==> config.mk <==
export PLATFORM = sky130hd
export DESIGN_NAME = tfix2float_flat
export DESIGN_NICKNAME = d
export VERILOG_FILES = /design/src/rtl/tfix2float_if.sv /design/src/rtl/tfix2float.sv /design/src/flat_wrapper.sv
export SDC_FILE = /design/constraint.sdc
export NUM_CORES = 1
export LEC_CHECK = 0
export ABC_AREA = 0
export CORE_ASPECT_RATIO = 1.25
export CORE_MARGIN = 2
export CORE_UTILIZATION = 58
export CTS_BUF_LIST = sky130_fd_sc_hd__clkbuf_4 sky130_fd_sc_hd__clkbuf_8 sky130_fd_sc_hd__clkbuf_16
export CTS_CLUSTER_SIZE = 24
export DETAILED_ROUTE_END_ITERATION = 12
export PLACE_DENSITY = 0.8
export SLEW_MARGIN = 25
export SYNTH_ARGS = -nofsm -noshare
export SYNTH_HDL_FRONTEND = slang
export SYNTH_SLANG_ARGS = --single-unit
==> constraint.sdc <==
create_clock -name aclk -period 4.2 [get_ports aclk]
set_input_delay 0.63 -clock aclk [delete_from_list [all_inputs] [get_ports aclk]]
set_output_delay 0.63 -clock aclk [all_outputs]
set_load 0.01 [all_outputs]
==> src/rtl/tfix2float_if.sv <==
// AXI-stream style valid/ready channel carrying one W-bit word.
interface tfix2float_if #(
  parameter int unsigned W = 16
);
  logic [W-1:0] tdata;
  logic         tvalid;
  logic         tready;

  modport master (output tdata, output tvalid, input tready);
  modport slave  (input tdata, input tvalid, output tready);
endinterface

==> src/rtl/tfix2float.sv <==
// Signed fixed-point to binary float converter, round-to-nearest-even,
// one normalisation shift per cycle, one conversion in flight.
module tfix2float #(
  parameter int unsigned EXP = 5,
  parameter int unsigned FRA = 10,
  parameter int unsigned INT = 8,
  parameter int unsigned DEC = 8
) (
  input  logic         aclk,
  input  logic         aresetn,
  tfix2float_if.slave  s_axis,
  tfix2float_if.master m_axis
);

  localparam int unsigned W       = INT + DEC;
  localparam int unsigned OW      = EXP + FRA + 1;
  localparam int unsigned BIAS    = 2 ** (EXP - 1) - 1;
  localparam int unsigned EXP_MAX = 2 ** EXP - 1;
  localparam int unsigned EW      = EXP + $clog2(W) + 2;
  localparam int unsigned PW      = W + FRA + 2;

  // Fractional bits must stay below the smallest normal exponent.
  if (DEC > BIAS - 1) begin : g_param_check
    $error("tfix2float: DEC must not exceed BIAS-1");
  end

  typedef enum logic [2:0] {
    IDLE,
    ABS,
    NORM,
    ROUND,
    PACK,
    OUT
  } state_t;

  state_t                state_q;
  logic [W-1:0]          data_q;
  logic [W-1:0]          mag_q;
  logic signed [EW-1:0]  exp_q;
  logic                  sign_q;
  logic                  zero_q;
  logic [FRA-1:0]        frac_q;
  logic                  s_rdy_q;
  logic                  m_vld_q;
  logic [OW-1:0]         m_data_q;

  // Rounding operands: magnitude padded on the right so that m, guard and
  // sticky are always well defined regardless of W versus FRA.
  logic [PW-1:0]         padded_c;
  logic [FRA:0]          m_c;
  logic [FRA:0]          m_inc_c;
  logic                  g_c;
  logic                  s_c;
  logic                  round_up_c;
  logic signed [EW-1:0]  biased_c;

  assign padded_c   = {mag_q, {(FRA + 2){1'b0}}};
  assign m_c        = padded_c[PW-1 -: FRA+1];
  assign g_c        = padded_c[W];
  assign s_c        = |padded_c[W-1:0];
  assign round_up_c = g_c & (s_c | m_c[0]);
  assign m_inc_c    = m_c + (FRA + 1)'(1);
  assign biased_c   = exp_q + $signed(EW'(BIAS));

  assign s_axis.tready = s_rdy_q;
  assign m_axis.tvalid = m_vld_q;
  assign m_axis.tdata  = m_data_q;

  // Conversion state machine with registered handshake outputs.
  always_ff @(posedge aclk or negedge aresetn) begin
    if (!aresetn) begin
      state_q  <= IDLE;
      data_q   <= '0;
      mag_q    <= '0;
      exp_q    <= '0;
      sign_q   <= 1'b0;
      zero_q   <= 1'b0;
      frac_q   <= '0;
      s_rdy_q  <= 1'b0;
      m_vld_q  <= 1'b0;
      m_data_q <= '0;
    end else begin
      case (state_q)
        IDLE: begin
          if (s_axis.tvalid && s_rdy_q) begin
            data_q  <= s_axis.tdata;
            s_rdy_q <= 1'b0;
            state_q <= ABS;
          end else begin
            s_rdy_q <= 1'b1;
          end
        end
        ABS: begin
          sign_q  <= data_q[W-1];
          mag_q   <= data_q[W-1] ? (~data_q + W'(1)) : data_q;
          exp_q   <= $signed(EW'(W - 1 - DEC));
          zero_q  <= (data_q == '0);
          state_q <= (data_q == '0) ? PACK : NORM;
        end
        NORM: begin
          if (!mag_q[W-1]) begin
            mag_q <= mag_q << 1;
            exp_q <= exp_q - $signed(EW'(1));
          end else begin
            state_q <= ROUND;
          end
        end
        ROUND: begin
          if (round_up_c && (&m_c)) begin
            frac_q <= '0;
            exp_q  <= exp_q + $signed(EW'(1));
          end else if (round_up_c) begin
            frac_q <= m_inc_c[FRA-1:0];
          end else begin
            frac_q <= m_c[FRA-1:0];
          end
          state_q <= PACK;
        end
        PACK: begin
          if (zero_q) begin
            m_data_q <= '0;
          end else if (biased_c >= $signed(EW'(EXP_MAX))) begin
            m_data_q <= {sign_q, {EXP{1'b1}}, {FRA{1'b0}}};
          end else begin
            m_data_q <= {sign_q, biased_c[EXP-1:0], frac_q};
          end
          m_vld_q <= 1'b1;
          state_q <= OUT;
        end
        OUT: begin
          if (m_axis.tready) begin
            m_vld_q <= 1'b0;
            s_rdy_q <= 1'b1;
            state_q <= IDLE;
          end
        end
        default: begin
          state_q <= IDLE;
        end
      endcase
    end
  end

endmodule

==> src/flat_wrapper.sv <==
// flat-port wrapper written by rule: the top's interface ports become plain ports
module tfix2float_flat 
#(
  parameter int unsigned EXP = 5,
  parameter int unsigned FRA = 10,
  parameter int unsigned INT = 8,
  parameter int unsigned DEC = 8
)
  (aclk, aresetn, s_axis_tdata, s_axis_tvalid, s_axis_tready, m_axis_tdata, m_axis_tvalid, m_axis_tready);
  tfix2float_if #(.W((INT + DEC))) s_axis_i ();
  tfix2float_if #(.W((EXP + FRA + 1))) m_axis_i ();
  input  logic aclk;
  input  logic aresetn;
  input wire logic [$bits(s_axis_i.tdata)-1:0] s_axis_tdata;
  input wire logic [$bits(s_axis_i.tvalid)-1:0] s_axis_tvalid;
  output wire logic [$bits(s_axis_i.tready)-1:0] s_axis_tready;
  output wire logic [$bits(m_axis_i.tdata)-1:0] m_axis_tdata;
  output wire logic [$bits(m_axis_i.tvalid)-1:0] m_axis_tvalid;
  input wire logic [$bits(m_axis_i.tready)-1:0] m_axis_tready;
  assign s_axis_i.tdata = s_axis_tdata;
  assign s_axis_i.tvalid = s_axis_tvalid;
  assign s_axis_tready = s_axis_i.tready;
  assign m_axis_tdata = m_axis_i.tdata;
  assign m_axis_tvalid = m_axis_i.tvalid;
  assign m_axis_i.tready = m_axis_tready;
  tfix2float #(.EXP(EXP), .FRA(FRA), .INT(INT), .DEC(DEC)) u_core (.aclk(aclk), .aresetn(aresetn), .s_axis(s_axis_i), .m_axis(m_axis_i));
endmodule
==> results.yml, run 1 <==
outcome:
  status: "finished clean"
routing:
  via_count: 3147
  antenna_left: 0
  wire_per_inst_um: 15.1
  viasPerCell: 5.83
  drc_errors: 0
  dr.pass1.iters: 4
  drt-initial-drc-count: 167
  wirelength_um: 8170
power:
  clock_power_share_pct: 14.6
  power.density_nw_per_um2: 881
  leakagePower_nw: 2.01
  pwr-share-comb_pct: 49.8
  p_switching_w: 0.00179
  power_frac_seq_pct: 35.5
  intPower_w: 0.00243
  ir_worst_vdd_mv: 0.579
  swShare_pct: 42.4
timing:
  fin_crit_sh_pct: 80.9
  hold_viol_final: 0
  rsz0062_at_grt: "false"
  tightest_slew_ns: 0.916
  skew_ns: 0.00651
  fin_crit_ns: 3.40
  finalSetupViolations: 0
  final_max_slew_viol_count: 0
  fmax_mhz: 294
  fin_setup_tns_ns: 0
  slew_headroom_pct: 38.9
  finalWorstSetupSlack_ns: 0.801
flow_run:
  maxCapViolCount: 0
synth:
  synth_flop_cell: "dfrtp_1"
  ys_ff_latch: 76
  syn_area_per_cell_sq_um: 10.1
  yosys.cell_types.count: 57
  netlist_area_sq_um: 4140
  syn_inst: 411
  seq_area_frac_synth_pct: 46.0
  synth_nets: 445
  synth_edf_count: 0
  synth-async-reset-ratio_pct: 100
  ys_warn_count: 0
grt:
  grt_pass1_vias: 3108
  grt_pass1_wl_um: 14200
  grt_overflow: 0
  grt_max_degree: 77
  grt_antenna_before_repair: 0
  grt.total_usage_pct: 22.8
die:
  die_w_um: 79.5
  coreArea_sq_um: 6930
  initial_core_util_pct: 59.6
  die-area_sq_um: 7830
  ios: 38
  num_rows: 34
  fp.dieH_um: 98.4
finish:
  instances_no_fill: 540
  layout-drive-gt1-share_pct: 10.2
  final_common_cell: "dfrtp_1"
  syn_to_final_growth_pct: 15.7
  final_cell_mix: "76 x dfrtp_1, 49 x nand2_1, 36 x clkdlybuf4s50_1, 34 x o21ai_0"
  n_antenna_cell: 0
  fin_util_pct: 69.0
  fin_nets: 479
clock_network:
  cts_setup_buffers: 0
  cts-resized-gates: 0
  cts_tree: "yes"
  clock-sinks: 76
  clkTransAtPathRegs_ns: 0.08
  h-tree-depth: 3
  cts_hold_buf: 0
  cts_root_buffer: "clkbuf_8"
  clockBufferDepth: 2
  clock_latency_ns: 0.35
  cts-buffers-inserted: 9
place:
  dp.cells: 523
  gp_congestion: 0.835
  port_buffers: 37
  place_ws_ns: 0.808
  hpwlAfterDp_um: 5970
hold_path:
  hold_path_class: "in2async"
worst_setup_path:
  critPathKind: "reg2reg"
  end_kind: "register"
  arrival_ns: 3.64
  cp_max_fo: 26
  worstSetupStartpointType: "register"
  required_ns: 4.44
power by group through the flow:
stage	combinational [W]	sequential (W)	clock [W]
floorplan	0.00162	0.00139	0
global placement	0.00199	0.00149	0
detailed placement	0.00207	0.00151	0
CTS	0.00209	0.00149	0.000623
global route	0.00234	0.00156	0.000662
finish	0.00210	0.00150	0.000617
final timing paths:
check	endpoint	slack, ns	cells after the start	from
worst max register to register	u_core.exp_q[10]	0.80	10	u_core.state_q[2]
worst min-delay path	u_core.m_axis.tdata[14]	0.39	1	aresetn
max in group asynchronous	u_core.m_axis.tdata[11]	3.20	1	aresetn
worst max-delay path	u_core.exp_q[10]	0.80	10	u_core.state_q[2]
min in group aclk	u_core.frac_q[4]	0.49	2	u_core.frac_q[4]
worst min register to register	u_core.frac_q[4]	0.49	2	u_core.frac_q[4]
layout make-up:
class,instances,area (sq um)
multi-input cells,307,2120
well taps,90,113
clock inverters,5,75.1
inverters,13,48.8
flip-flops and latches,76,1900
repair buffers,38,375
fillers,512,2150
clock buffers,11,145
metal layers:
layer / GRT usage [%] / vias up / wire length, um
met5: 0 / - / 0
met4: 8.62 / 0 / 125
met3: 4.90 / 12 / 257
met2: 37.5 / 65 / 4170
met1: 29.5 / 1506 / 3620
li1: - / 1564 / -
state kept, by name, summed over array words and instances, names as in the netlist:
| name | flops |
|---|---|
| u_core.data_q | 16 |
| u_core.exp_q | 11 |
| u_core.frac_q | 10 |
| u_core.m_axis.tdata | 16 |
| u_core.m_axis.tvalid | 1 |
| u_core.mag_q | 16 |
| u_core.s_axis.tready | 1 |
| u_core.sign_q | 1 |
| u_core.state_q | 3 |
| u_core.zero_q | 1 |
through the flow:
stage | cell area [sq um] | power [W] | hold slack, ns
global route | 4780 | 0.00456 | 0.462
finish | 4780 | 0.00421 | 0.387
global placement | 4560 | 0.00348 | 0.461
floorplan | 4140 | 0.00302 | 0.334
detailed placement | 4560 | 0.00357 | 0.470
CTS | 4780 | 0.00421 | 0.441
logic make-up after synthesis:
kind of cell,Yosys count,synth area share (%)
compound gates,121,20.2
xor+xnor,33,6.99
fa+ha+maj,14,4.42
buf+inv,28,2.63
flops,76,46.0
mux,18,4.81
simple gates,121,15.0
cells in the mapped netlist, types with 2 or more instances:
master,count,share of area (%)
a21boi_0,2,0.36
nand4_1,5,0.76
o211ai_1,3,0.54
nand2b_1,7,1.1
and3_1,2,0.30
buf_2,3,0.36
nand3_1,10,1.2
o31ai_1,10,1.8
buf_1,2,0.18
dfrtp_1,76,46
nand2_1,49,4.4
a22oi_1,4,0.73
xor2_1,22,4.7
nor4_1,2,0.30
a21o_1,3,0.54
nor2_1,22,2.0
mux2i_1,3,0.73
a21oi_1,22,2.7
xnor2_1,11,2.3
nor2b_1,4,0.61
mux2_2,15,4.1
a31oi_1,3,0.45
nor4_4,2,1.0
nor3_1,5,0.61
o21ai_0,34,4.1
o22ai_1,9,1.4
clkbuf_1,10,0.91
o41ai_1,2,0.42
o21a_1,2,0.36
ha_1,13,3.9
a22o_1,11,2.3
and2_1,3,0.45
inv_1,13,1.2
or4_1,4,0.73
critical path, stage by stage (launching register included):
cell     delay, ns
dfrtp_1       0.54
inv_1         0.15
and3_1        0.23
inv_1         0.54
ha_1          0.41
a21o_1        0.19
a21oi_1       0.17
a21oi_1       0.10
or4_1         0.49
a31o_1        0.22
mux2_2        0.25
Note: power is estimated with default switching activity, not from simulation.
==> inputs of run 2 (changes only) <==
--- a/config.mk
+++ b/config.mk
@@ -8,11 +8,11 @@
 export ABC_AREA = 0
 export CORE_ASPECT_RATIO = 1.25
 export CORE_MARGIN = 2
-export CORE_UTILIZATION = 58
+export CORE_UTILIZATION = 52
 export CTS_BUF_LIST = sky130_fd_sc_hd__clkbuf_4 sky130_fd_sc_hd__clkbuf_8 sky130_fd_sc_hd__clkbuf_16
 export CTS_CLUSTER_SIZE = 24
 export DETAILED_ROUTE_END_ITERATION = 12
-export PLACE_DENSITY = 0.8
+export PLACE_DENSITY = 0.76
 export SLEW_MARGIN = 25
 export SYNTH_ARGS = -nofsm -noshare
 export SYNTH_HDL_FRONTEND = slang
==> constraint.sdc (replaced) <==
create_clock -name aclk -period 3 [get_ports aclk]
set_input_delay 0.45 -clock aclk [delete_from_list [all_inputs] [get_ports aclk]]
set_output_delay 0.45 -clock aclk [all_outputs]
set_load 0.01 [all_outputs]
==> run 2 against run 1 <==
Via count up 1.8%. Cell area up 1.5%. Clock-buffer cell count up 2. Critical path depth up 1. Critical endpoint unchanged. Clock skew up 0.0041 ns. Sequential share of layout area down 0.60 points. Clock power up 20%.
==> results.yml, run 2 (synthesis results as in run 1) <==
worst_setup_path:
  cp_slowest_cell: "or4_1"
  startpoint: "u_core.state_q[2]"
  worstSetupStartpointType: "register"
  critPathKind: "reg2reg"
  max_stage_delay_ns: 0.50
  r2r_cells: 11
  end_kind: "register"
  cp_max_fo: 6
  crit_end: "u_core.exp_q[10]"
  required_ns: 3.24
  crit_chain: "inv_1 > and3_2 > clkinvlp_4 > clkbuf_2 > ha_1 > a21o_1 > a21oi_2 > a21oi_1 > or4_1 > a31o_1 > mux2_2"
  arrival_ns: 3.07
  r2r_start: "u_core.state_q[2]"
  ff2ff_setup_slack_ns: 0.17
  reg2reg_to: "u_core.exp_q[10]"
clock_network:
  clock-sinks: 76
  cts-buffers-inserted: 9
  clkTransAtPathRegs_ns: 0.08
  clockBufferDepth: 2
  cts_root_buffer: "clkbuf_8"
  cts_hold_buf: 0
  h-tree-depth: 3
  clock_latency_ns: 0.36
  cts_tree: "yes"
routing:
  dr.pass1.iters: 4
  wirelength_um: 8490
  wire_per_inst_um: 15.3
  viasPerCell: 5.77
  via_count: 3205
  drt-initial-drc-count: 165
  antenna_left: 0
  drc_errors: 0
timing:
  finalSetupViolations: 0
  fin_crit_ns: 2.83
  rsz0062_at_grt: "false"
  skew_ns: 0.0106
  fmax_mhz: 354
  final_max_slew_viol_count: 0
  hold_viol_final: 0
  fin_crit_sh_pct: 94.2
  tightest_slew_ns: 0.626
  slew_headroom_pct: 57.9
  fin_setup_tns_ns: 0
power:
  ir_worst_vdd_mv: 0.578
  power.density_nw_per_um2: 1200
  leakagePower_nw: 2.05
  intPower_w: 0.00335
  clock_power_share_pct: 12.7
  swShare_pct: 42.7
  p_switching_w: 0.00250
  power_frac_seq_pct: 35.0
  pwr-share-comb_pct: 52.3
finish:
  final_common_cell: "dfrtp_1"
  syn_to_final_growth_pct: 17.5
  layout-drive-gt1-share_pct: 13.0
  n_antenna_cell: 0
  final.fill_count: 646
  fin_nets: 489
  final_cell_mix: "76 x dfrtp_1, 49 x nand2_1, 36 x clkdlybuf4s50_1, 34 x o21ai_0"
  final_area_sq_um: 4860
  fin_util_pct: 62.7
place:
  hpwlAfterDp_um: 6270
  placed_area_sq_um: 4620
  port_buffers: 37
  gp_congestion: 0.810
hold_path:
  hold_path_class: "in2async"
die:
  die_w_um: 83.8
  initial_core_util_pct: 53.4
  coreArea_sq_um: 7750
  fp.dieH_um: 104
  num_rows: 36
  ios: 38
  die-area_sq_um: 8690
grt:
  grt_pass1_vias: 3247
  grt_overflow: 0
  grt_pass1_wl_um: 14900
  grt_max_degree: 77
  grt.total_usage_pct: 20.9
  grt_antenna_before_repair: 0
outcome:
  status: "finished clean"
flow_run:
  maxCapViolCount: 0
run 2: layout make-up:
| type | instances | area [sq um] | area share (%) |
|---|---|---|---|
| multi-input cells | 307 | 2130 | 43.9 |
| flip-flops and latches | 76 | 1900 | 39.2 |
| repair buffers | 48 | 460 | 9.48 |
| clock buffers | 13 | 173 | 3.55 |
| well taps | 95 | 119 | 2.45 |
| inverters | 13 | 52.6 | 1.08 |
| clock inverters | 3 | 18.8 | 0.386 |
run 2: repair_timing:
action	4_1_cts	5_1_grt
buffers inserted	0	2
gates resized for setup	0	4
setup endpoints to repair	0	1
run 2: worst min path at each step:
stage	from	endpoint	slack, ns	depth (start not counted)
after floorplan	aresetn	u_core.data_q[0]	0.15	0
after global placement	u_core.m_axis.tdata[11]	u_core.m_axis.tdata[11]	0.46	2
after detailed placement	u_core.m_axis.tdata[12]	u_core.m_axis.tdata[12]	0.47	2
after CTS	aresetn	u_core.m_axis.tdata[13]	0.26	1
after global routing	aresetn	u_core.m_axis.tdata[14]	0.06	1
final	aresetn	u_core.m_axis.tdata[14]	0.02	1
run 2: metal layers:
| metal | up-vias | GRT usage [%] | share of wire, % |
|---|---|---|---|
| met2 | 57 | 36.5 | 53 |
| met4 | 0 | 10.1 | 2.0 |
| met1 | 1547 | 24.7 | 42 |
| met5 | - | 0 | 0 |
| met3 | 13 | 3.75 | 2.8 |
| li1 | 1588 | - | - |
run 2: critical path, delay by kind of cell, from the launching register on:
kind / cells / cell delay, ns
multiplexers: 1 / 0.26
AND/OR/NAND/NOR: 2 / 0.74
AO/OA/AOI/OAI: 4 / 0.67
adder cells (fa/ha/maj): 1 / 0.24
flip-flops: 1 / 0.38
buffers and inverters: 3 / 0.43
run 2: per-stage QoR:
step	cells	power (W)	hold slack, ns	setup WS, ns
floorplan	411	0.00423	0.154	0.141
detailed placement	536	0.00509	0.466	0.189
CTS	552	0.00585	0.260	0.154
global route	555	0.00637	0.0566	0.0150
global placement	536	0.00497	0.459	0.280
finish	555	0.00585	0.0190	0.173
run 2: power by group through the flow:
stage | logic, W | clock network, W | registers (W)
after global placement | 0.00293 | 0 | 0.00204
after global routing | 0.00343 | 0.000802 | 0.00213
after detailed placement | 0.00302 | 0 | 0.00206
after CTS | 0.00304 | 0.000760 | 0.00204
final | 0.00306 | 0.000741 | 0.00205
after floorplan | 0.00228 | 0 | 0.00195
